## config.mk

```make
export PLATFORM = sky130hd
export DESIGN_NAME = strip_frame_sequencer
export DESIGN_NICKNAME = d
export VERILOG_FILES = /design/src/rtl/ledsuit_pkg.sv /design/src/rtl/frame_rate_timer.sv /design/src/rtl/strip_frame_sequencer.sv
export SDC_FILE = /design/constraint.sdc
export NUM_CORES = 1
export LEC_CHECK = 0
export BUFFER_PORTS_ARGS = -buffer_cell sky130_fd_sc_hd__buf_2
export CELL_PAD_IN_SITES_DETAIL_PLACEMENT = 0
export CELL_PAD_IN_SITES_GLOBAL_PLACEMENT = 2
export CORE_MARGIN = 2
export CORE_UTILIZATION = 32
export CTS_BUF_LIST = sky130_fd_sc_hd__clkbuf_4 sky130_fd_sc_hd__clkbuf_8 sky130_fd_sc_hd__clkbuf_16
export DETAILED_ROUTE_END_ITERATION = 10
export GPL_TIMING_DRIVEN = 0
export PLACE_DENSITY_LB_ADDON = 0.1
export RECOVER_POWER = 25
export SLEW_MARGIN = 10
export SYNTH_ARGS = -nofsm -noshare
export SYNTH_HDL_FRONTEND = slang
export SYNTH_SLANG_ARGS = --single-unit
```

## constraint.sdc

```tcl
create_clock -name CLK -period 4.2 [get_ports CLK]
set_input_delay 0.63 -clock CLK [delete_from_list [all_inputs] [get_ports CLK]]
set_output_delay 0.63 -clock CLK [all_outputs]
set_load 0.005 [all_outputs]
```

## src/rtl/ledsuit_pkg.sv

```systemverilog
// Shared types and timing defaults for the LED-suit strip datapath.
// Frame and latch defaults are derived from the board clock and refresh rate.
package ledsuit_pkg;

    localparam int CLK_HZ   = 16_000_000;
    localparam int FPS      = 60;
    localparam int LATCH_US = 100;
    localparam int PIX_W    = 24;

    // Rounded to the nearest cycle so 16 MHz / 60 Hz gives 266667
    localparam int FRAME_CYCLES_DEF = (CLK_HZ + FPS / 2) / FPS;
    localparam int LATCH_CYCLES_DEF = (CLK_HZ / 1_000_000) * LATCH_US;

    typedef enum logic [2:0] {
        S_IDLE    = 3'd0,
        S_FETCH   = 3'd1,
        S_WAIT    = 3'd2,
        S_PRESENT = 3'd3,
        S_DRAIN   = 3'd4,
        S_LATCH   = 3'd5,
        S_HOLD    = 3'd6
    } seq_state_e;

    function automatic logic is_frame_active(input seq_state_e s);
        return (s != S_IDLE) && (s != S_HOLD);
    endfunction

endpackage

```

## src/rtl/frame_rate_timer.sv

```systemverilog
// Free-running frame-rate counter; tick is high on the wrap cycle.
// Runs independently of any enable so frame cadence never drifts.
module frame_rate_timer
    import ledsuit_pkg::*;
#(
    parameter int FRAME_CYCLES = FRAME_CYCLES_DEF
) (
    input  logic CLK,
    input  logic rst,
    output logic tick
);

    localparam int CNT_W = (FRAME_CYCLES > 1) ? $clog2(FRAME_CYCLES) : 1;
    localparam logic [CNT_W-1:0] CNT_LAST = CNT_W'(FRAME_CYCLES - 1);

    logic [CNT_W-1:0] cnt_q;
    logic [CNT_W-1:0] cnt_d;

    // Wrap detection and next count
    always_comb begin
        tick  = (cnt_q == CNT_LAST);
        cnt_d = tick ? '0 : cnt_q + CNT_W'(1'b1);
    end

    // Counter register
    always_ff @(posedge CLK or posedge rst) begin
        if (rst) begin
            cnt_q <= '0;
        end else begin
            cnt_q <= cnt_d;
        end
    end

endmodule

```

## src/rtl/strip_frame_sequencer.sv

```systemverilog
// Walks pixel RAM once per frame, hands words to the strip serializer,
// then enforces the strip latch gap before waiting for the next frame tick.
module strip_frame_sequencer #(
    parameter int ADDR_W       = 13,
    parameter int PIX_W        = ledsuit_pkg::PIX_W,
    parameter int LEN_W        = 10,
    parameter int LATCH_CYCLES = ledsuit_pkg::LATCH_CYCLES_DEF,
    parameter int FRAME_CYCLES = ledsuit_pkg::FRAME_CYCLES_DEF
) (
    input  logic              CLK,
    input  logic              rst,
    input  logic              enable,
    input  logic [ADDR_W-1:0] base_addr,
    input  logic [LEN_W-1:0]  num_leds,
    output logic [ADDR_W-1:0] mem_addr,
    output logic              mem_rd_en,
    input  logic [PIX_W-1:0]  mem_rdata,
    output logic [PIX_W-1:0]  pix_data,
    output logic              pix_valid,
    input  logic              pix_ready,
    input  logic              ser_busy,
    output logic              frame_start,
    output logic              frame_done,
    output logic              overrun,
    output logic              busy
);
    import ledsuit_pkg::*;

    // The DRAIN cycle that sees ser_busy low is the first idle cycle of the gap
    localparam int LATCH_W = (LATCH_CYCLES > 2) ? $clog2(LATCH_CYCLES) : 1;
    localparam logic [LATCH_W-1:0] LATCH_LAST = LATCH_W'(LATCH_CYCLES - 2);

    seq_state_e        state_q, state_d;
    logic [ADDR_W-1:0] base_q, base_d;
    logic [LEN_W-1:0]  num_q, num_d;
    logic [LEN_W-1:0]  index_q, index_d;
    logic [LATCH_W-1:0] latch_cnt_q, latch_cnt_d;
    logic              pending_q, pending_d;
    logic              enable_q;
    logic              overrun_q, overrun_d;
    logic [PIX_W-1:0]  pix_data_q, pix_data_d;
    logic              pix_valid_q, pix_valid_d;
    logic [ADDR_W-1:0] mem_addr_q, mem_addr_d;
    logic              mem_rd_en_q, mem_rd_en_d;
    logic              frame_start_q, frame_start_d;
    logic              frame_done_q, frame_done_d;
    logic              busy_q, busy_d;
    logic              tick_s;
    logic              rise_s;
    logic              start_s;

    frame_rate_timer #(
        .FRAME_CYCLES (FRAME_CYCLES)
    ) u_frame_rate_timer (
        .CLK  (CLK),
        .rst  (rst),
        .tick (tick_s)
    );

    // Frame sequencing, pixel datapath and registered outputs
    always_comb begin
        state_d       = state_q;
        base_d        = base_q;
        num_d         = num_q;
        index_d       = index_q;
        latch_cnt_d   = latch_cnt_q;
        pending_d     = pending_q;
        overrun_d     = overrun_q;
        pix_data_d    = pix_data_q;
        pix_valid_d   = pix_valid_q;
        frame_start_d = 1'b0;
        frame_done_d  = 1'b0;
        start_s       = 1'b0;
        rise_s        = enable & ~enable_q;

        if (tick_s && is_frame_active(state_q)) begin
            overrun_d = 1'b1;
            pending_d = 1'b1;
        end else begin
            overrun_d = overrun_q;
        end

        case (state_q)
            S_IDLE: start_s = enable & (tick_s | rise_s);
            S_HOLD: begin
                if (enable) begin
                    start_s = tick_s | pending_q;
                end else begin
                    state_d   = S_IDLE;
                    pending_d = 1'b0;
                end
            end
            S_FETCH: state_d = S_WAIT;
            S_WAIT: begin
                pix_data_d  = mem_rdata;
                pix_valid_d = 1'b1;
                state_d     = S_PRESENT;
            end
            S_PRESENT: begin
                if (pix_ready) begin
                    pix_valid_d = 1'b0;
                    if (index_q == num_q - LEN_W'(1'b1)) begin
                        state_d = S_DRAIN;
                    end else begin
                        index_d = index_q + LEN_W'(1'b1);
                        state_d = S_FETCH;
                    end
                end else begin
                    pix_valid_d = 1'b1;
                end
            end
            S_DRAIN: begin
                if (!ser_busy) begin
                    latch_cnt_d = '0;
                    state_d     = S_LATCH;
                end else begin
                    latch_cnt_d = latch_cnt_q;
                end
            end
            S_LATCH: begin
                latch_cnt_d = latch_cnt_q + LATCH_W'(1'b1);
                if (latch_cnt_q == LATCH_LAST) begin
                    frame_done_d = 1'b1;
                    state_d      = S_HOLD;
                end else begin
                    state_d = S_LATCH;
                end
            end
            default: state_d = S_IDLE;
        endcase

        if (start_s) begin
            base_d        = base_addr;
            num_d         = num_leds;
            index_d       = '0;
            pending_d     = 1'b0;
            frame_start_d = 1'b1;
            state_d       = (num_leds == '0) ? S_HOLD : S_FETCH;
        end else begin
            base_d = base_q;
        end

        // An empty frame reports completion one cycle after its start pulse
        if (frame_start_q && (num_q == '0)) begin
            frame_done_d = 1'b1;
        end else begin
            pending_d = pending_d;
        end

        mem_rd_en_d = (state_d == S_FETCH);
        mem_addr_d  = mem_rd_en_d ? (base_d + ADDR_W'(index_d)) : mem_addr_q;
        busy_d      = is_frame_active(state_d);
    end

    // State and output registers
    always_ff @(posedge CLK or posedge rst) begin
        if (rst) begin
            state_q       <= S_IDLE;
            base_q        <= '0;
            num_q         <= '0;
            index_q       <= '0;
            latch_cnt_q   <= '0;
            pending_q     <= 1'b0;
            enable_q      <= 1'b0;
            overrun_q     <= 1'b0;
            pix_data_q    <= '0;
            pix_valid_q   <= 1'b0;
            mem_addr_q    <= '0;
            mem_rd_en_q   <= 1'b0;
            frame_start_q <= 1'b0;
            frame_done_q  <= 1'b0;
            busy_q        <= 1'b0;
        end else begin
            state_q       <= state_d;
            base_q        <= base_d;
            num_q         <= num_d;
            index_q       <= index_d;
            latch_cnt_q   <= latch_cnt_d;
            pending_q     <= pending_d;
            enable_q      <= enable;
            overrun_q     <= overrun_d;
            pix_data_q    <= pix_data_d;
            pix_valid_q   <= pix_valid_d;
            mem_addr_q    <= mem_addr_d;
            mem_rd_en_q   <= mem_rd_en_d;
            frame_start_q <= frame_start_d;
            frame_done_q  <= frame_done_d;
            busy_q        <= busy_d;
        end
    end

    assign mem_addr    = mem_addr_q;
    assign mem_rd_en   = mem_rd_en_q;
    assign pix_data    = pix_data_q;
    assign pix_valid   = pix_valid_q;
    assign frame_start = frame_start_q;
    assign frame_done  = frame_done_q;
    assign overrun     = overrun_q;
    assign busy        = busy_q;

endmodule

```

# Word level (Yosys, flattened, before mapping)
# Index checks and enable logic that the tools add are counted.
word_totals:
  word_cells: 79
  in_bits: 52
  regBits: 111
  output_inout_bits: 43
classes:
  n_eq_ne: 13
  bitwise_logic: 5
  addsub: 5
  n_reduce_logical: 12
  muxes: 28
ops:
  columns: ["operator", "n"]
  rows:
  - ["2-to-1 mux 10 bit", 4]
  - ["case mux 11 bit (2 select lines)", 1]
  - ["case mux 3 bit (7 select lines)", 1]
  - ["zero test 10 bit", 2]
  - ["adder 19 x 1 -> 19 bit (second input constant)", 1]
  - ["equality test 19 bit (second input constant)", 1]
  - ["2-to-1 mux 19 bit", 1]
  - ["2-to-1 mux 3 bit", 6]
  - ["adder 13 x 10 -> 13 bit", 1]
  - ["2-to-1 mux 13 bit", 1]
  - ["adder 11 x 1 -> 11 bit (second input constant)", 1]
  - ["equality test 11 bit (second input constant)", 1]
  - ["2-to-1 mux 11 bit", 1]
  - ["adder 10 x 1 -> 10 bit (second input constant)", 1]
  - ["equality test 10 bit", 1]
  - ["2-to-1 mux 1 bit", 10]
  - ["subtractor 10 x 1 -> 10 bit (second input constant)", 1]
  - ["equality test 3 bit (second input constant)", 3]
  - ["equality test 3 x 1 -> 1 bit (second input constant)", 2]
  - ["equality test 3 x 2 -> 1 bit (second input constant)", 2]
  - ["!= test 3 bit (second input constant)", 2]
  - ["nonzero test 3 bit", 2]
  - ["logical AND 1 bit", 4]
  - ["case mux 1 bit (2 select lines)", 2]
  - ["other kinds (8)", 11]

# Logic depth before layout (Yosys ltp)
depth:
  ltp_word: 8
  depth_mapped: 20
  mapped_depth_nobuf: 18

# Hierarchy
# A second synthesis with hierarchy kept.
unflattened:
  hier_cells: 535
  hier_area_um2: 5667.9
modules_own_cells:
  columns: ["mod", "cells_per_inst", "seq_area_each_um2", "area_each_um2", "instances"]
  rows:
  - ["strip_frame_sequencer", 453, 2302.2, 4763.3, 1]
  - ["frame_rate_timer", 82, 475.5, 904.6, 1]

# Least setup slack after synthesis
# No wires, ideal clock.
synth_timing:
  kind: "reg-to-reg"
  startpoint: "register num_q[0]"
  endpoint: "register mem_addr_q[12], in the netlist mem_addr[12]"
  stages_incl_launch_ff: 21
  setup_ns: 0.126
  t_required_ns: 4.074
  arrival_time_ns: 4.168
  slack_ns: -0.094
  synth_period_minus_slack_ns: 4.294
  n_path_buf: 2
  path_cell_list: "dfrtp_1 -> inv_1 -> ha_1 -> or4b_4 -> or4b_1 -> o2111a_1 -> nand2_1 -> and4_1 -> buf_4 -> buf_2 -> o21ai_0 -> a21oi_1 -> ha_1 -> fa_1 -> a21o_1 -> a221o_1 -> nor4_1 -> o41ai_1 -> nor3b_1 -> xnor2_1 -> mux2i_1"
synth_between:
  elab_chain_cells: 7
  elab_cells_between_ends: 12
  classes_between: "add/sub (2); eq/ne (2); mux (8)"
synth_lines:
  columns: ["element", "line_no", "text"]
  rows:
  - ["start, declared", "strip_frame_sequencer.sv:35", "logic [LEN_W-1:0] num_q, num_d;"]
  - ["start signal, assigned", "strip_frame_sequencer.sv:176", "num_q <= num_d;"]
  - ["subtractor 10 x 1 -> 10 bit", "strip_frame_sequencer.sv:102", "if (index_q == num_q - LEN_W'(1'b1)) begin"]
  - ["equality test 10 bit", "strip_frame_sequencer.sv:102", null]
  - ["2-to-1 mux 10 bit", "strip_frame_sequencer.sv:102", null]
  - ["2-to-1 mux 10 bit", "strip_frame_sequencer.sv:100", "if (pix_ready) begin"]
  - ["2-to-1 mux 10 bit", "strip_frame_sequencer.sv:83", "case (state_q)"]
  - ["2-to-1 mux 10 bit", "strip_frame_sequencer.sv:132", "if (start_s) begin"]
  - ["named net index_d[0]", "strip_frame_sequencer.sv:36", "logic [LEN_W-1:0] index_q, index_d;"]
  - ["adder 13 x 10 -> 13 bit", "strip_frame_sequencer.sv:151", "mem_addr_d = mem_rd_en_d ? (base_d + ADDR_W'(index_d)) : mem_addr_q;"]
  - ["end signal, assigned", "strip_frame_sequencer.sv:184", "mem_addr_q <= mem_addr_d;"]
  - ["end, declared", "strip_frame_sequencer.sv:43", "logic [ADDR_W-1:0] mem_addr_q, mem_addr_d;"]
# The timed path passes the listed nets, and every way through them passes these cells.
# A chain may end at the register's enable or synchronous reset.

# Final worst setup path
layout_timing:
  startpoint: "register num_q[1]"
  endpoint: "register mem_addr_q[12], in the netlist mem_addr[12]"
# Same word-level chain as after synthesis.

==> impl_metrics.csv <==
group,metric,value,unit
route,vias,4427,
outcome,status,"complete, but fails checks",
timing,setup_violations,4,
floorplan,io_pins,95,
route,routedWlPerCell,16.0,um
route,firstDrtPassIters,6,
grt,grt_pass1_wl,23100,um
synth,netlist_instances,546,
timing,skew,0.0106,ns
worst_setup_path,startpoint_type,"register",
timing,maxSlewViolCount,86,
synth,synth_edf_count,0,
placed_design,io_buffer_count,94,
floorplan,core.rowCount,48,
clock_tree,cts_tree,"built",
grt,grt_start_max_net_pins,86,
clock_tree,clk-insertion-delay-late,0.36,ns
timing,final.setup.tns,-0.380,ns
final_layout,area_growth,27.2,%
pwr,power_density,659,nW/um2
placed_design,gp_congestion,0.795,
timing,setup_ws,-0.115,ns
synth,synthArstFlopShare,1.00,
synth,syn-num-nets,615,
clock_tree,htreeDepth,3,
clock_tree,path_clk_slew,0.08,ns
timing,timing.final.crit_share,1.03,
timing,period_needed,4.31,ns
grt,grt_pass1_vias,4374,
synth,synth.most_common_cell,"dfrtp_1",
placed_design,place_area,6390,um2
final_layout,design_area,7110,um2
placed_design,dp_cells,866,
pwr,power,4690,uW
run,maxCapViolations,1,
route,drcViolationCount,0,
timing,fmax,232,MHz
worst_setup_path,r2r-start,"num_q[1]",
pwr,leakagePower,0.00328,uW
outcome,failed_checks,"max-capacitance violations, max-slew violations, negative setup slack",
timing,rsz0062_at_grt,"yes",
synth,yosys_warnings,0,
clock_tree,cts_root_buf,"clkbuf_16",
synth,yosys.area.top_type,"dfrtp_1",
final_layout,drive_above_1_share,0.330,
floorplan,core_region_area,17200,um2
clock_tree,clkSinkCount,111,
floorplan,start_util,0.326,
worst_setup_path,crit_required,4.44,ns
clock_tree,cts-buffers-inserted,9,
pwr,peakVddDrop,270,uV
worst_setup_path,crit_arrival,4.55,ns
route,first_iter_violations,167,
clock_tree,cts_buffer_depth,2,
timing,slew_headroom,-0.475,
grt,antenna_found_initial,0,
worst_setup_path,worstSetupEndpointType,"register",
synth,netlist_area,5590,um2
synth,synthDistinctLibCells,60,
final_layout,antenna_cells,0,
floorplan,die_w,136,um
worst_setup_path,cp-endpoint,"mem_addr[12]",
worst_setup_path,cp-startpoint,"num_q[1]",
floorplan,die_area,18600,um2
route,antenna_left,0,
synth,synth_top_area_share,0.497,
route,vias_per_cell,4.90,
synth,synth_top_flop_cell,"dfrtp_1",
worst_setup_path,timing.rr.end,"mem_addr[12]",
timing,tightest_slew,2.21,ns
placed_design,dp_hpwl,10100,um
worst_setup_path,path_max_fanout,5,
worst_setup_path,r2r_slack,-0.11,ns
synth,synth_commonest_cells,"111 x dfrtp_1, 86 x nand2_1, 37 x nor2_1",
route,routed_wl,14400,um
synth,yosys-top-cells-area,"dfrtp_1 50%, nand2_1 5.8%, mux2_2 5.6%, xnor2_1 3.9%, ha_1 3.6%",
synth,yosysSeqAreaShare,0.497,
grt,grt-ovfl-total,0,
grt,grt_usage,0.161,
floorplan,die_y,136,um
final_layout,fin_nets,743,
synth,avgSynthCellArea,10.2,um2
worst_hold_path,hold_class,"in -> reg",
timing,hold_violations,0,
synth,ys_ff_latch,111,
worst_setup_path,reg2reg_depth,19,
worst_setup_path,critPathKind,"reg -> reg",
timing,whs,0.430,ns
final_layout,instances_no_fill,903,
## stage by stage
stage / worst slack [ns] / util
2_1_floorplan: 0.00521 / -
5_1_grt: -0.301 / 0.414
4_1_cts: -0.154 / 0.402
3_3_place_gp: -0.883 / 0.370
6_report: -0.115 / 0.414
3_5_place_dp: -0.676 / 0.372
## cells by family (layout without fill, tap and decap cells)
logic type	Yosys count	count (layout)	synth area share
AND/OR/NAND/NOR	231	231	0.205
flip-flops	111	111	0.497
AO/OA/AOI/OAI	73	73	0.0877
multiplexers	41	41	0.0859
XOR/XNOR	38	38	0.0595
buffers and inverters	35	167	0.0259
adder cells (fa/ha/maj)	17	17	0.0394
## final cells by class
type,count,area [um2]
clock inverters,5,56.3
multi-input cells,400,2940
inverters,13,50.0
plain buffers,20,110
fillers,1752,10100
repair buffers,119,662
well taps,225,282
clock buffers,10,239
flip-flops and latches,111,2780
## critical path, stage by stage (launching register included)
cell	delay [ns]
dfrtp_1	0.39
inv_2	0.08
ha_4	0.13
or4b_4	0.48
buf_6	0.14
nor2_4	0.11
o2111a_1	0.21
nand2_2	0.06
and4_1	0.16
buf_6	0.13
or4_4	0.49
a21oi_4	0.20
ha_4	0.24
and3_1	0.17
a221o_1	0.37
nor4_4	0.29
o41ai_4	0.11
nor3b_2	0.18
xnor2_1	0.15
mux2i_1	0.09
## layout by cell type (no fill, tap or decap), types with 4 or more instances in the layout
cell type	synthesis	routed
buf_6	1	4
ha_1	16	12
nor2_1	37	36
dfrtp_1	111	111
inv_1	12	9
xor2_1	13	13
clkbuf_2	0	5
nand3_1	28	27
clkbuf_16	0	9
mux2i_1	6	5
xnor2_1	25	25
nand2b_1	12	12
mux2_2	28	26
buf_4	1	22
nand4_1	10	10
or3_1	6	5
and3_1	11	11
a21oi_1	14	8
mux2_4	7	9
nor3_1	8	5
o21ai_0	21	19
ha_4	0	4
nand2_1	86	85
o31ai_1	8	6
buf_2	2	96
clkbuf_1	16	11
## routing by layer
metal / wire [um] / track usage / vias to the layer above
met2: 7070 / 0.256 / 50
li1: - / - / 2192
met1: 6730 / 0.220 / 2171
met4: 232 / 0.0532 / 0
met3: 409 / 0.0306 / 14
met5: 0 / 0 / -
## report_power, final
group          leakage (uW)  switching [uW]  internal [uW]  total (uW)
combinational       0.00175            1030           1050        2080
sequential          0.00138             267           1450        1720
clock              0.000145             414            477         891
total               0.00328            1710           2970        4690
## sequential cells by signal (all words and copies together), names as in the netlist, 3 cells and up
signal / count
pix_data: 24
state_q: 3
mem_addr: 13
latch_cnt_q: 11
u_frame_rate_timer.cnt_q: 19
index_q: 10
base_q: 13
num_q: 10
## how the worst min path moves through the flow
| stage | start | end | slack, ns | depth (start not counted) |
|---|---|---|---|---|
| after floorplan | base_q[0] | base_q[0] | 0.45 | 2 |
| after global placement | overrun | overrun | 0.45 | 1 |
| after detailed placement | overrun | overrun | 0.45 | 1 |
| after CTS | rst | base_q[6] | 0.22 | 2 |
| after global routing | enable | enable_q | 0.42 | 1 |
| final | enable | enable_q | 0.43 | 1 |
## repair_timing
action / 4_1_cts / 5_1_grt
gates resized for setup: 36 / 28
hold buffers: 0 / 0
setup buffers: 13 / 11
endpoints found under the hold margin: 0 / 0
pin swaps: 18 / 17
endpoints found under the setup margin: 9 / 6
No activity file was read; power rests on OpenSTA's default activity.
